### src/rtl/sar_scan_ctrl_if.sv
// Handshake bundle between the scan sequencer, the SAR core and the result consumer.
// Signal suffixes are from the sequencer's point of view.
interface sar_scan_ctrl_if #(
  parameter int CW = 2
) ();
  logic          sar_start_o;
  logic          sar_rdy_i;
  logic [7:0]    sar_data_i;
  logic          res_valid_o;
  logic          res_ready_i;
  logic [7:0]    res_data_o;
  logic [CW-1:0] res_ch_o;

  modport master (
    output sar_start_o, res_valid_o, res_data_o, res_ch_o,
    input  sar_rdy_i, sar_data_i, res_ready_i
  );

  modport slave (
    input  sar_start_o, res_valid_o, res_data_o, res_ch_o,
    output sar_rdy_i, sar_data_i, res_ready_i
  );
endinterface

### src/rtl/sar_scan_ctrl.sv
// Round-robin scan sequencer for the 8-bit SAR core: mux select, settle wait,
// start pulses, 2^N sample averaging, timeout abort and a valid/ready result port.
module sar_scan_ctrl #(
  parameter int NCH      = 4,
  parameter int SETTLE_W = 8,
  parameter int TIMEOUT  = 32,
  localparam int CW      = $clog2(NCH)
) (
  input  logic                clk_i,
  input  logic                rst_i,
  input  logic                en_i,
  input  logic [NCH-1:0]      ch_mask_i,
  input  logic [SETTLE_W-1:0] settle_i,
  input  logic [1:0]          avg_i,
  output logic [CW-1:0]       mux_sel_o,
  output logic                busy_o,
  output logic                err_o,
  sar_scan_ctrl_if.master     bus_if
);

  localparam int DATA_W = 8;
  localparam int ACC_W  = 11;
  localparam int TMO_W  = $clog2(TIMEOUT + 1);

  typedef enum logic [2:0] {
    S_IDLE,
    S_SELECT,
    S_SETTLE,
    S_START,
    S_WAIT,
    S_OUTPUT
  } state_t;

  state_t              state_q;
  logic [CW-1:0]       mux_sel_q;
  logic [CW-1:0]       last_q;
  logic [SETTLE_W-1:0] cnt_q;
  logic [1:0]          avg_q;
  logic [ACC_W-1:0]    acc_q;
  logic [3:0]          smp_q;
  logic [TMO_W-1:0]    tmo_q;
  logic                start_q;
  logic                res_valid_q;
  logic [DATA_W-1:0]   res_data_q;
  logic [CW-1:0]       res_ch_q;
  logic                err_q;

  // Lowest enabled channel above 'last', otherwise wrap to the lowest enabled one.
  function automatic logic [CW-1:0] next_chan(input logic [NCH-1:0] mask,
                                              input logic [CW-1:0]  last);
    logic [CW-1:0] r;
    r = '0;
    for (int i = NCH - 1; i >= 0; i--) begin
      if (mask[i]) r = CW'(i);
    end
    for (int i = NCH - 1; i >= 0; i--) begin
      if (mask[i] && (i > int'(last))) r = CW'(i);
    end
    return r;
  endfunction

  function automatic logic [DATA_W-1:0] avg_trunc(input logic [ACC_W-1:0] sum,
                                                  input logic [1:0]       sh);
    logic [ACC_W-1:0] t;
    t = sum >> sh;
    return t[DATA_W-1:0];
  endfunction

  logic             go_d;
  logic [CW-1:0]    first_ch_d;
  logic [CW-1:0]    after_ch_d;
  logic [ACC_W-1:0] acc_d;
  logic [3:0]       smp_d;
  logic             last_smp_d;

  assign go_d       = en_i && (ch_mask_i != '0);
  assign first_ch_d = next_chan(ch_mask_i, last_q);
  assign after_ch_d = next_chan(ch_mask_i, mux_sel_q);
  assign acc_d      = acc_q + ACC_W'(bus_if.sar_data_i);
  assign smp_d      = smp_q + 4'd1;
  assign last_smp_d = smp_d >= (4'd1 << avg_q);

  always_ff @(posedge clk_i or posedge rst_i) begin
    if (rst_i) begin
      state_q     <= S_IDLE;
      mux_sel_q   <= '0;
      last_q      <= CW'(NCH - 1);
      cnt_q       <= '0;
      avg_q       <= '0;
      acc_q       <= '0;
      smp_q       <= '0;
      tmo_q       <= '0;
      start_q     <= 1'b0;
      res_valid_q <= 1'b0;
      res_data_q  <= '0;
      res_ch_q    <= '0;
      err_q       <= 1'b0;
    end else begin
      start_q <= 1'b0;
      case (state_q)
        S_IDLE: begin
          if (go_d) begin
            mux_sel_q <= first_ch_d;
            state_q   <= S_SELECT;
          end
        end
        S_SELECT: begin
          acc_q <= '0;
          smp_q <= '0;
          avg_q <= avg_i;
          cnt_q <= settle_i;
          if (settle_i == '0) begin
            start_q <= 1'b1;
            state_q <= S_START;
          end else begin
            state_q <= S_SETTLE;
          end
        end
        S_SETTLE: begin
          if (cnt_q <= SETTLE_W'(1)) begin
            start_q <= 1'b1;
            state_q <= S_START;
          end else begin
            cnt_q <= cnt_q - SETTLE_W'(1);
          end
        end
        S_START: begin
          tmo_q   <= '0;
          state_q <= S_WAIT;
        end
        S_WAIT: begin
          if (bus_if.sar_rdy_i) begin
            acc_q <= acc_d;
            smp_q <= smp_d;
            if (!last_smp_d) begin
              // Further samples reuse the settled mux; go straight back to START.
              start_q <= 1'b1;
              state_q <= S_START;
            end else begin
              res_data_q  <= avg_trunc(acc_d, avg_q);
              res_ch_q    <= mux_sel_q;
              res_valid_q <= 1'b1;
              state_q     <= S_OUTPUT;
            end
          end else if (tmo_q == TMO_W'(TIMEOUT - 1)) begin
            err_q  <= 1'b1;
            last_q <= mux_sel_q;
            if (go_d) begin
              mux_sel_q <= after_ch_d;
              state_q   <= S_SELECT;
            end else begin
              state_q <= S_IDLE;
            end
          end else begin
            tmo_q <= tmo_q + TMO_W'(1);
          end
        end
        S_OUTPUT: begin
          if (bus_if.res_ready_i) begin
            res_valid_q <= 1'b0;
            last_q      <= mux_sel_q;
            if (go_d) begin
              mux_sel_q <= after_ch_d;
              state_q   <= S_SELECT;
            end else begin
              state_q <= S_IDLE;
            end
          end
        end
        default: state_q <= S_IDLE;
      endcase
    end
  end

  assign mux_sel_o          = mux_sel_q;
  assign busy_o             = (state_q != S_IDLE);
  assign err_o              = err_q;
  assign bus_if.sar_start_o = start_q;
  assign bus_if.res_valid_o = res_valid_q;
  assign bus_if.res_data_o  = res_data_q;
  assign bus_if.res_ch_o    = res_ch_q;

endmodule
### src/flat_wrapper.sv
// flat-port wrapper written by rule: the top's interface ports become plain ports
module sar_scan_ctrl_flat 
#(
  parameter int NCH      = 4,
  parameter int SETTLE_W = 8,
  parameter int TIMEOUT  = 32,
  localparam int CW      = $clog2(NCH)
)
  (clk_i, rst_i, en_i, ch_mask_i, settle_i, avg_i, mux_sel_o, busy_o, err_o, bus_if_sar_start_o, bus_if_res_valid_o, bus_if_res_data_o, bus_if_res_ch_o, bus_if_sar_rdy_i, bus_if_sar_data_i, bus_if_res_ready_i);
  sar_scan_ctrl_if bus_if_i ();
  input  logic clk_i;
  input  logic rst_i;
  input  logic en_i;
  input  logic [NCH-1:0] ch_mask_i;
  input  logic [SETTLE_W-1:0] settle_i;
  input  logic [1:0] avg_i;
  output logic [CW-1:0] mux_sel_o;
  output logic busy_o;
  output logic err_o;
  output wire logic [$bits(bus_if_i.sar_start_o)-1:0] bus_if_sar_start_o;
  output wire logic [$bits(bus_if_i.res_valid_o)-1:0] bus_if_res_valid_o;
  output wire logic [$bits(bus_if_i.res_data_o)-1:0] bus_if_res_data_o;
  output wire logic [$bits(bus_if_i.res_ch_o)-1:0] bus_if_res_ch_o;
  input wire logic [$bits(bus_if_i.sar_rdy_i)-1:0] bus_if_sar_rdy_i;
  input wire logic [$bits(bus_if_i.sar_data_i)-1:0] bus_if_sar_data_i;
  input wire logic [$bits(bus_if_i.res_ready_i)-1:0] bus_if_res_ready_i;
  assign bus_if_sar_start_o = bus_if_i.sar_start_o;
  assign bus_if_res_valid_o = bus_if_i.res_valid_o;
  assign bus_if_res_data_o = bus_if_i.res_data_o;
  assign bus_if_res_ch_o = bus_if_i.res_ch_o;
  assign bus_if_i.sar_rdy_i = bus_if_sar_rdy_i;
  assign bus_if_i.sar_data_i = bus_if_sar_data_i;
  assign bus_if_i.res_ready_i = bus_if_res_ready_i;
  sar_scan_ctrl #(.NCH(NCH), .SETTLE_W(SETTLE_W), .TIMEOUT(TIMEOUT)) u_core (.clk_i(clk_i), .rst_i(rst_i), .en_i(en_i), .ch_mask_i(ch_mask_i), .settle_i(settle_i), .avg_i(avg_i), .mux_sel_o(mux_sel_o), .busy_o(busy_o), .err_o(err_o), .bus_if(bus_if_i));
endmodule
### config.mk
export PLATFORM = sky130hd
export DESIGN_NAME = sar_scan_ctrl_flat
export DESIGN_NICKNAME = d
export VERILOG_FILES = /design/src/rtl/sar_scan_ctrl_if.sv /design/src/rtl/sar_scan_ctrl.sv /design/src/flat_wrapper.sv
export SDC_FILE = /design/constraint.sdc
export NUM_CORES = 1
export LEC_CHECK = 0
export CAP_MARGIN = 20
export CORE_MARGIN = 2
export CORE_UTILIZATION = 50
export CTS_BUF_LIST = sky130_fd_sc_hd__clkbuf_16
export DETAILED_ROUTE_END_ITERATION = 10
export DONT_BUFFER_PORTS = 1
export GPL_ROUTABILITY_DRIVEN = 0
export PLACE_DENSITY_LB_ADDON = 0.05
export SLEW_MARGIN = 20
export SYNTH_ARGS = -nofsm -noshare
export SYNTH_HDL_FRONTEND = slang
export SYNTH_SLANG_ARGS = --single-unit
### constraint.sdc
create_clock -name clk_i -period 3.8 [get_ports clk_i]
set_clock_uncertainty 0.1 [all_clocks]
set_input_delay 0.57 -clock clk_i [delete_from_list [all_inputs] [get_ports clk_i]]
set_output_delay 0.57 -clock clk_i [all_outputs]
set_load 0.05 [all_outputs]
==> key figures, run 1 <==
Setup path
  – R2R depth: 9
  – Worst EP required: 3.88 ns
  – CP Capture Type: flop
  – RR Endpoint: u_core.bus_if.res_data_o[5]
  – Arr. time, crit path: 2.85 ns
  – Critical path type: flop to flop
  – Worst R2R Setup Slack: 1.02 ns
  – Largest stage delay on the critical path: 0.53 ns
  – CP max FO: 5
  – Reg-to-reg startpoint: u_core.acc_q[0]
  – Buf+Inv Stages, Crit Path: 1
  – Crit path cell chain: ha_1 > inv_1 > fa_1 > nand2b_1 > a21oi_2 > nor2b_2 > xnor2_1 > mux4_1 > mux2_4
  – Crit path max-delay family: multiplexers
  – Setup crit start kind: flop
  – Crit-path slowest cell: mux4_1

CTS
  – CTS buffer count: 5
  – Clk_lat worst skew: 0.29 ns
  – H-tree depth: 2
  – TritonCTS clock tree: yes
  – Hold_buf cts: 0
  – Worst-path clk slew: 0.07 ns
  – Cts repair resizes: 0
  – Clock Sinks: 51
  – Post-CTS setup buffers: 0
  – Root Buffer: clkbuf_16
  – Clk buf depth: 2

Timing
  – Slew Viols, Final: 0
  – Pin slew with the least headroom to its limit: 0.710 ns
  – Final period utilization: 73.0%
  – Fin. Hold Viols: 0
  – Crit path time final: 2.78 ns
  – Slew headroom: 52.6%
  – RSZ-0062 raised after global routing: false
  – WHS: 0.0726 ns
  – Setup TNS: 0 ns
  – Max frequency: 0.360 GHz
  – Final setup vio count: 0

Place
  – Port Buffers: 0
  – Post-DP HPWL: 5170 um

Cells and area
  – Synthesis-to-finish area growth: 7.72%
  – Share of post-route cells with drive strength above 1: 14.9%
  – Nets: 386
  – Diode count: 0

Synth
  – Syn Nets: 389
  – Mux contribution to synthesized area: 8.96%
  – Post-Synth Adder-Cell Area: 6.66%
  – Share of the yosys chip area belonging to registers: 38.7%
  – Synth unique cells: 65
  – Ys flop type: dfrtp_1
  – Synth area leaders: dfrtp_1 (37%), ha_1 (6.1%), o21ai_0 (5.3%)
  – Post-synthesis compound-gate area fraction: 21.9%
  – Asr flop ratio synth: 100%
  – Xor and xnor area share after synthesis: 3.44%
  – Netlist Area Pre-Place: 0.00331 mm2
  – Largest family of logic cells by synthesized area: compound AO/OA/AOI/OAI gates
  – Commonest cells post-synth: dfrtp_1 (49), o21ai_0 (35), nand2_1 (31), nor2_1 (28), a21oi_1 (22)
  – Number of flops mapped to enable cells by yosys: 0
  – Post-Synthesis Cells: 345
  – Avg Inst Size Synth: 9.59 um2
  – Yosys warning count: 0
  – Yosys top cell by area: dfrtp_1
  – Synth top area share: 37.1%
  – Yosys reg bits: 51
  – Most common cell in the netlist: dfrtp_1
  – Simple-gate share of the synthesized area: 17.2%

Drt
  – Via density: 6.20
  – DRC Markers: 0
  – Via count of the routed design: 2606
  – DRT antenna net count: 0
  – Pre-Repair DR Iteration Count: 4
  – Wire length per cell: 17.1 um
  – Routed Wire Length: 7180 um
  – Initial DRC Count: 157

Floorplan
  – # IOs: 43
  – Initial Util: 51.8%
  – Area of the die: 0.00728 mm2
  – Die width: 85.3 um
  – Core Area: 0.00639 mm2
  – Row Count: 29
  – Die height: 85.3 um

Global route
  – Total GRT Usage: 21.1%
  – First-pass GRT wire length: 12300 um
  – Vias in the first global route: 2499
  – Total grt overflow: 0
  – Antenna violations before repair: 0
  – Largest net degree at the start of global routing: 33

Power
  – Pwr Density: 895 mW/mm2
  – Leakage power: 0.00153 uW
  – VDD IR max: 0.508 mV

Run
  – Max-cap violations: 0

Run status
  – Status: finished clean

Worst hold path
  – Worst min path class: input pin to asynchronous set/reset pin
-- layer usage --
layer | global-route usage [%] | wire, um | part of all wire, % | up-vias
met5 | 0 | 0 | 0 | -
met4 | 6.35 | 156 | 2.2 | 0
met3 | 5.64 | 548 | 7.6 | 14
met2 | 30.9 | 3210 | 45 | 87
met1 | 30.7 | 3270 | 46 | 1241
li1 | - | - | - | 1264
-- cell type report --
class	count	area [um2]
Timing Repair Buffer	3	22.5
Clock inverter	3	63.8
Sequential cell	51	1280
Clock buffer	5	125
Tap cell	77	96.3
Fill cell	574	2820
Multi-Input combinational cell	267	1920
Inverter	14	52.6
-- power breakdown --
part | leakage (uW) | total [uW] | internal, uW | switching (uW)
clock network | 0.0000952 | 578 | 375 | 202
registers | 0.000660 | 1240 | 752 | 487
logic | 0.000773 | 1370 | 637 | 734
total | 0.00153 | 3190 | 1760 | 1420
-- worst max-delay path by stage --
| stage | from | endpoint | slack (ns) | cells past startpoint |
|---|---|---|---|---|
| 2_1_floorplan | bus_if_sar_data_i[0] | u_core.bus_if.res_data_o[5] | 1.01 | 9 |
| 6_report | u_core.acc_q[0] | u_core.bus_if.res_data_o[5] | 1.02 | 9 |
| 3_3_place_gp | bus_if_sar_data_i[0] | u_core.bus_if.res_data_o[5] | 0.86 | 9 |
| 5_1_grt | u_core.acc_q[0] | u_core.bus_if.res_data_o[5] | 0.89 | 9 |
| 4_1_cts | u_core.acc_q[0] | u_core.bus_if.res_data_o[5] | 1.02 | 9 |
| 3_5_place_dp | bus_if_sar_data_i[0] | u_core.bus_if.res_data_o[5] | 0.83 | 9 |
-- cells in the final DEF (no fill, tap or decap), types with 4 or more instances in the layout --
cell / netlist / routed
nand4_1: 4 / 4
inv_1: 14 / 14
a21oi_1: 22 / 22
ha_1: 16 / 16
xor2_1: 5 / 5
a22o_1: 10 / 10
nor2_1: 28 / 27
o22ai_1: 6 / 6
o21ai_0: 35 / 35
nor4_1: 6 / 6
nand3_1: 7 / 7
nand2_1: 31 / 31
nor3_1: 5 / 5
mux4_2: 5 / 5
xnor2_1: 8 / 8
nand2b_1: 7 / 7
mux2_2: 10 / 10
clkbuf_16: 0 / 5
dfrtp_1: 49 / 49
-- logic make-up (layout without fill, tap and decap cells) --
| logic type | after synthesis | in the layout |
|---|---|---|
| mux | 20 | 20 |
| compound gates | 107 | 107 |
| fa+ha+maj | 17 | 17 |
| buf+inv | 27 | 25 |
| simple gates | 110 | 110 |
| flops | 51 | 51 |
| xor+xnor | 13 | 13 |
-- registers in the layout (all words and copies together), names as in the netlist, 3 cells and up --
signal,flops
u_core.state_q,3
u_core.tmo_q,6
u_core.smp_q,4
u_core.bus_if.res_data_o,8
u_core.cnt_q,8
u_core.acc_q,11
-- metrics by stage --
stage / worst slack (ns) / instances / total power [uW] / area, um2 / utilization, %
6_report: 1.02 / 420 / 3190 / 3560 / 55.8
5_1_grt: 0.885 / 420 / 3440 / 3560 / 55.8
4_1_cts: 1.02 / 420 / 3210 / 3560 / 55.8
3_5_place_dp: 0.826 / 412 / 2620 / 3370 / 52.8
3_3_place_gp: 0.855 / 412 / 2600 / 3370 / 52.8
2_1_floorplan: 1.01 / 345 / 2330 / 3310 / -
-- worst reg2reg max path: cells and delay by family, from the launching register on --
kind                       cells  cell delay, ns
and+or+nand+nor                2            0.27
muxes                          2            0.79
adders and majority gates      2            0.60
buffers and inverters          1            0.07
DFF                            1            0.36
AOI/OAI and AO/OA              1            0.27
xor gates and xnor gates       1            0.20
No activity file was read; power rests on OpenSTA's default activity.
==> run 2: changes to the inputs <==
==> constraint.sdc (replaced) <==
create_clock -name clk_i -period 2.9 [get_ports clk_i]
set_clock_uncertainty 0.1 [all_clocks]
set_input_delay 0.435 -clock clk_i [delete_from_list [all_inputs] [get_ports clk_i]]
set_output_delay 0.435 -clock clk_i [all_outputs]
set_load 0.05 [all_outputs]
==> run 2 against run 1 <==
  * Clock-buffer cell count stayed put
  * Sequential share of layout area shrank 0.23 points
  * Design area increased by 0.63%
  * Non-clock buffer count rose by 10
  * Cell count increased by 2.4%
  * Die area unchanged
  * Highest routed layer unchanged
==> key figures, run 2 (synthesis gave the netlist of run 1 again) <==
Timing
  – Final setup vio count: 0 (unchanged)
  – Setup TNS: 0 ns (unchanged)
  – Crit path time final: 2.78 ns (+0.000995 ns)
  – RSZ-0062 raised after global routing: false
  – Slew Viols, Final: 0 (unchanged)
  – Final period utilization: 95.7% (+23 points)
  – Pin slew with the least headroom to its limit: 0.694 ns (-0.0162 ns)
  – WHS: 0.154 ns (+0.0810 ns)
  – Max frequency: 0.360 GHz (about the same)
  – Slew headroom: 53.1% (+0.52 points)
  – Final worst slack: 0.123 ns (-0.901 ns)
  – Fin. Hold Viols: 0 (unchanged)

CTS
  – Clock Sinks: 51 (unchanged)
  – Hold_buf cts: 1 (+1)
  – Clk_lat worst skew: 0.29 ns (about the same)
  – Post-CTS setup buffers: 0 (unchanged)
  – Cts repair resizes: 0 (unchanged)
  – Clk buf depth: 2 (unchanged)
  – Worst-path clk slew: 0.06 ns (about the same)
  – TritonCTS clock tree: yes
  – Root Buffer: clkbuf_16
  – H-tree depth: 2 (unchanged)
  – CTS buffer count: 5 (unchanged)

Setup path
  – Setup crit start kind: flop
  – Critical path type: flop to flop
  – CP Capture Type: flop
  – Arr. time, crit path: 2.84 ns (about the same)
  – CP max FO: 5 (unchanged)
  – Worst EP required: 2.97 ns (-0.91 ns)

Power
  – Gate power share: 47.6% (+4.6 points)
  – Leakage power: 0.00155 uW (+1.4%)
  – Switching Share: 45.8% (+1.2 points)
  – Clk pwr share: 13.6% (-4.5 points)
  – Pwr Density: 1130 mW/mm2 (+26%)
  – Internal power: 2190 uW (+24%)
  – Switch Pwr: 1860 uW (+30%)
  – VDD IR max: 0.770 mV (+52%)
  – Sequential Power Share: 38.8% (about the same)

Floorplan
  – Area of the die: 0.00728 mm2 (unchanged)
  – Row Count: 29 (unchanged)
  – # IOs: 43 (unchanged)
  – Die width: 85.3 um (unchanged)
  – Die height: 85.3 um (unchanged)
  – Core Area: 0.00639 mm2 (unchanged)
  – Initial Util: 51.8% (unchanged)

Place
  – Dpl ws: 0.0684 ns (-0.757 ns)
  – Post-DP HPWL: 5330 um (+3.0%)
  – Port Buffers: 0 (unchanged)

Cells and area
  – Fillcell total: 586 (+2.1%)
  – Biggest register: u_core.acc_q
  – Synthesis-to-finish area growth: 8.40%
  – Commonest cells after routing, fill and taps aside: dfrtp_1 (49), o21ai_0 (35), nand2_1 (31)
  – Leading cell type in the layout, fill and taps excluded: dfrtp_1
  – Max reg flops: 11 (unchanged)
  – Share of post-route cells with drive strength above 1: 16.1% (+1.3 points)
  – Fin util: 56.2% (+0.35 points)
  – Nets: 396 (+2.6%)
  – Diode count: 0 (unchanged)

Worst hold path
  – Worst min path class: input pin to flop

Global route
  – Total GRT Usage: 20.8% (-0.32 points)
  – First-pass GRT wire length: 12100 um (-1.4%)
  – Largest net degree at the start of global routing: 36 (+9.1%)
  – Vias in the first global route: 2499 (unchanged)
  – Total grt overflow: 0 (unchanged)
  – Antenna violations before repair: 0 (unchanged)

Drt
  – Routed Wire Length: 7140 um (-0.54%)
  – Via density: 6.04 (-2.6%)
  – Initial DRC Count: 131 (-17%)
  – Via count of the routed design: 2599 (-0.27%)
  – DRT antenna net count: 0 (unchanged)
  – DRC Markers: 0 (unchanged)
  – Wire length per cell: 16.6 um (-2.9%)
  – Pre-Repair DR Iteration Count: 4 (unchanged)

Run
  – Max-cap violations: 0 (unchanged)

Run status
  – Status: finished clean
-- run 2: changes by cell type in the layout (fill, tap and decap cells not counted), sizes merged --
cell and delta:
buf +9, bufinv -2, dlygate4sd3 +1, clkinv +2
-- run 2: power groups by stage --
stage / clock network, uW / registers, uW / logic [uW]
finish: 552 / 1570 / 1930
global route: 603 / 1620 / 2150
CTS: 570 / 1570 / 1930
global placement: 0 / 1580 / 1890
detailed placement: 0 / 1580 / 1930
floorplan: 0 / 1470 / 1580
-- run 2: cell type report --
cell class	instances	area, um2	share of cell area [%]
multi-input cells	267	1920	53.6
flip-flops and latches	51	1280	35.7
clock buffers	5	125	3.49
repair buffers	13	100	2.79
well taps	77	96.3	2.69
inverters	14	52.6	1.47
clock inverters	3	11.3	0.314
-- run 2: worst max-delay path, stage by stage (launching register included) --
cell and delay [ns]:
dfrtp_1 0.35, ha_1 0.20, inv_1 0.06, fa_1 0.40, nand2b_1 0.20, a21oi_2 0.26, nor2b_2 0.07, xnor2_1 0.21
mux4_1 0.53, mux2_4 0.27
-- run 2: path summary, 6_finish.rpt --
check,from,cells after the start,slack [ns],end
max reg2reg,u_core.acc_q[0],9,0.12,u_core.bus_if.res_data_o[5]
max,u_core.acc_q[0],9,0.12,u_core.bus_if.res_data_o[5]
min,bus_if_res_ready_i,1,0.15,u_core.state_q[0]
min reg2reg,u_core.acc_q[0],1,0.41,u_core.acc_q[0]
max in group asynchronous,rst_i,3,1.41,u_core.last_q[0]
min in group asynchronous,rst_i,2,0.48,u_core.acc_q[1]
-- run 2: per-stage QoR --
| stage | total power, uW | instances | cell area, um2 |
|---|---|---|---|
| 2_1_floorplan | 3060 | 345 | 3310 |
| 3_3_place_gp | 3470 | 421 | 3440 |
| 3_5_place_dp | 3510 | 421 | 3440 |
| 4_1_cts | 4080 | 430 | 3590 |
| 5_1_grt | 4370 | 430 | 3590 |
| 6_report | 4050 | 430 | 3590 |
-- run 2: layer usage --
metal | wire, um | global-route usage, %
met5 | 0 | 0
met4 | 68 | 4.91
met3 | 367 | 4.57
met2 | 3180 | 31.1
met1 | 3530 | 30.8
==> run 3: changes to the inputs <==
--- a/config.mk
+++ b/config.mk
@@ -5,6 +5,7 @@
 export SDC_FILE = /design/constraint.sdc
 export NUM_CORES = 1
 export LEC_CHECK = 0
+export ABC_AREA = 1
 export CAP_MARGIN = 20
 export CORE_MARGIN = 2
 export CORE_UTILIZATION = 50
==> run 3 against run 2 <==
  * The run now ends with hold timing left
  * Critical path depth is 4 higher
  * Clock power grew 25%
  * Sequential cell count unchanged
  * Via count grew 11%
  * Critical path type unchanged
  * Largest power group unchanged
==> key figures, run 3 <==
Timing
  – Setup TNS: 0 ns (unchanged)
  – Pin slew with the least headroom to its limit: 0.574 ns (-0.121 ns)
  – Final setup vio count: 0 (unchanged)
  – Slew headroom: 61.7% (+8.6 points)
  – Crit path time final: 2.33 ns (-0.443 ns)
  – Final period utilization: 80.5% (-15 points)
  – Fin. Hold Viols: 26 (+26)
  – Final worst slack: 0.567 ns (+0.443 ns)
  – Max frequency: 0.429 GHz (+19%)
  – WHS: -0.0267 ns (-0.180 ns)
  – RSZ-0062 raised after global routing: false
  – Slew Viols, Final: 0 (unchanged)

Setup path
  – Most used cell, CP: inv_1
  – Buf+Inv Stages, Crit Path: 5 (+4)
  – Largest stage delay on the critical path: 0.51 ns (-0.02 ns)
  – CP max FO: 12 (+7)
  – Arr. time, crit path: 2.42 ns (-0.42 ns)
  – Critical Path Sink: u_core.bus_if.res_data_o[2]
  – R2R depth: 13 (+4)
  – Setup crit start kind: flop
  – Crit path max-delay family: simple AND/OR/NAND/NOR gates
  – CP Capture Type: flop
  – Crit path cell chain: inv_1 > nor2_1 > inv_1 > ha_1 > inv_1 > o21bai_1 > nand3_1 > nand3_1 > nand2_2 > inv_2 > nand2_1 > inv_1 > a21oi_1
  – Worst R2R Setup Slack: 0.57 ns (+0.44 ns)
  – Crit-path slowest cell: dfrtp_1
  – Number of cells on the critical path: 13 (+4)
  – RR Endpoint: u_core.bus_if.res_data_o[2]
  – Worst EP required: 2.99 ns (+0.02 ns)
  – Crit path launch: u_core.avg_q[0]
  – Critical path type: flop to flop
  – Reg-to-reg startpoint: u_core.avg_q[0]

Floorplan
  – Row Count: 29 (unchanged)
  – Die width: 85.1 um (-0.32%)
  – Die height: 85.1 um (-0.32%)
  – Initial Util: 51.7% (-0.059 points)
  – # IOs: 43 (unchanged)
  – Core Area: 0.00635 mm2 (-0.57%)
  – Area of the die: 0.00724 mm2 (-0.64%)

Global route
  – Vias in the first global route: 2891 (+16%)
  – Largest net degree at the start of global routing: 29 (-19%)
  – Total grt overflow: 0 (unchanged)
  – Met2 Usage GRT: 37.3% (+6.2 points)
  – Total GRT Usage: 23.4% (+2.6 points)
  – Antenna violations before repair: 0 (unchanged)
  – First-pass GRT wire length: 13500 um (+11%)
  – GRT Max-Usage Layer: met2
  – Met1 Usage GRT: 31.5% (+0.69 points)
  – Grt met3 use: 5.54% (+0.97 points)

Cells and area
  – Fillcell total: 608 (+3.8%)
  – Multi-input gate area: 0.00172 mm2 (-10%)
  – Register area: 0.00128 mm2 (unchanged)
  – Post-Layout Cell Count: 533 (+24%)
  – Biggest register: u_core.acc_q
  – Share of post-route cells with drive strength above 1: 6.80% (-9.3 points)
  – Synthesis-to-finish area growth: 7.77%
  – Commonest cells after routing, fill and taps aside: nand2_1 (119), inv_1 (60), dfrtp_1 (49)
  – Max reg flops: 11 (unchanged)
  – Diode count: 0 (unchanged)
  – Leading cell type in the layout, fill and taps excluded: nand2_1
  – Nets: 499 (+26%)

CTS
  – CTS buffer count: 5 (unchanged)
  – Post-CTS setup buffers: 0 (unchanged)
  – TritonCTS clock tree: yes
  – Clk_lat worst skew: 0.29 ns (about the same)
  – Clk buf depth: 2 (unchanged)
  – Worst-path clk slew: 0.07 ns (about the same)
  – Hold_buf cts: 0 (-1)
  – H-tree depth: 2 (unchanged)
  – Cts repair resizes: 0 (unchanged)
  – Root Buffer: clkbuf_16
  – Clock Sinks: 51 (unchanged)

Drt
  – Via density: 5.41 (-10%)
  – Initial DRC Count: 139 (+6.1%)
  – DRC Markers: 0 (unchanged)
  – Wire length per cell: 14.3 um (-14%)
  – Pre-Repair DR Iteration Count: 4 (unchanged)
  – DRT antenna net count: 0 (unchanged)
  – Via count of the routed design: 2885 (+11%)
  – Routed Wire Length: 7640 um (+7.0%)

Synth
  – Synth area leaders: dfrtp_1 (37%), nand2_1 (14%), nand3_1 (7.0%)
  – Synth top area share: 37.3% (+0.25 points)
  – Commonest cells post-synth: nand2_1 (119), inv_1 (61), dfrtp_1 (49), nand3_1 (46), nor2_1 (38)
  – Netlist Area Pre-Place: 0.00329 mm2 (-0.68%)
  – Avg Inst Size Synth: 7.27 um2 (-24%)
  – Synth unique cells: 40 (-38%)
  – Yosys reg bits: 51 (unchanged)
  – Syn Nets: 496 (+28%)
  – Asr flop ratio synth: 100% (unchanged)
  – Ys flop type: dfrtp_1
  – Most common cell in the netlist: nand2_1
  – Number of flops mapped to enable cells by yosys: 0 (unchanged)
  – Yosys warning count: 0 (unchanged)
  – Post-Synthesis Cells: 452 (+31%)
  – Yosys top cell by area: dfrtp_1
  – Share of the yosys chip area belonging to registers: 38.9% (+0.26 points)

Place
  – DP Cell Count: 525 (+25%)
  – Dpl ws: 0.591 ns (+0.523 ns)
  – Post-DP HPWL: 6010 um (+13%)
  – Port Buffers: 0 (unchanged)

Power
  – Pwr Density: 1110 mW/mm2 (-1.4%)
  – Leakage power: 0.00183 uW (+18%)
  – VDD IR max: 0.723 mV (-6.1%)

Run status
  – Failing checks: hold timing
  – Status: finished, violations left

Worst hold path
  – Worst min path class: input pin to asynchronous set/reset pin

Run
  – Max-cap violations: 0 (unchanged)
-- run 3: changes by cell type after synthesis, moves of 5 or more --
| cell | delta |
|---|---|
| inv_1 | +47 |
| mux4_2 | -5 |
| o21ai_0 | -8 |
| clkbuf_1 | -7 |
| xnor2_1 | -5 |
| inv_2 | +5 |
| mux2_2 | -10 |
| nand2b_1 | -7 |
| nand2_1 | +88 |
| nand3_1 | +39 |
| nor2_1 | +10 |
| a22o_1 | -7 |
| a21oi_1 | -7 |
-- run 3: cell families (layout without fill, tap and decap cells) --
family                     count (synthesis)  in the layout  synth area share (%)
AOI/OAI and AO/OA                         77             77                  14.3
xor gates and xnor gates                   8              8                  2.13
adders and majority gates                 17             17                  6.70
buffers and inverters                     73             77                  8.61
DFF                                       51             51                  38.9
and+or+nand+nor                          226            226                  29.4
-- run 3: area by class of cell --
| cell class | instances | share of cell area (%) |
|---|---|---|
| repair buffers | 3 | 0.636 |
| clock inverters | 3 | 1.31 |
| flip-flops and latches | 51 | 36.1 |
| well taps | 77 | 2.72 |
| inverters | 66 | 7.00 |
| multi-input cells | 328 | 48.7 |
| clock buffers | 5 | 3.53 |
-- run 3: worst min path at each step --
| stage | depth (start not counted) | end | from |
|---|---|---|---|
| 6_report | 1 | u_core.tmo_q[2] | rst_i |
| 5_1_grt | 1 | u_core.tmo_q[2] | rst_i |
| 4_1_cts | 1 | u_core.bus_if.res_data_o[6] | rst_i |
| 3_5_place_dp | 1 | u_core.bus_if.res_data_o[6] | rst_i |
| 3_3_place_gp | 1 | u_core.tmo_q[2] | rst_i |
| 2_1_floorplan | 2 | u_core.acc_q[2] | u_core.acc_q[2] |
-- run 3: layer usage --
layer  vias up  routed length (um)
li1       1500                   -
met1      1318                3620
met2        55                3460
met3        12                 408
met4         0                 158
met5         -                   0
-- run 3: through the flow --
step	util (%)	power, uW	instance area, um2
6_report	55.8	3940	3540
5_1_grt	55.8	4310	3540
4_1_cts	55.8	3960	3540
3_5_place_dp	53.1	3260	3370
3_3_place_gp	53.1	3240	3370
2_1_floorplan	-	2850	3290
-- run 3: power by group --
| part | total, uW | switching, uW | internal (uW) |
|---|---|---|---|
| clock network | 692 | 281 | 411 |
| registers | 1530 | 553 | 975 |
| logic | 1720 | 1130 | 595 |
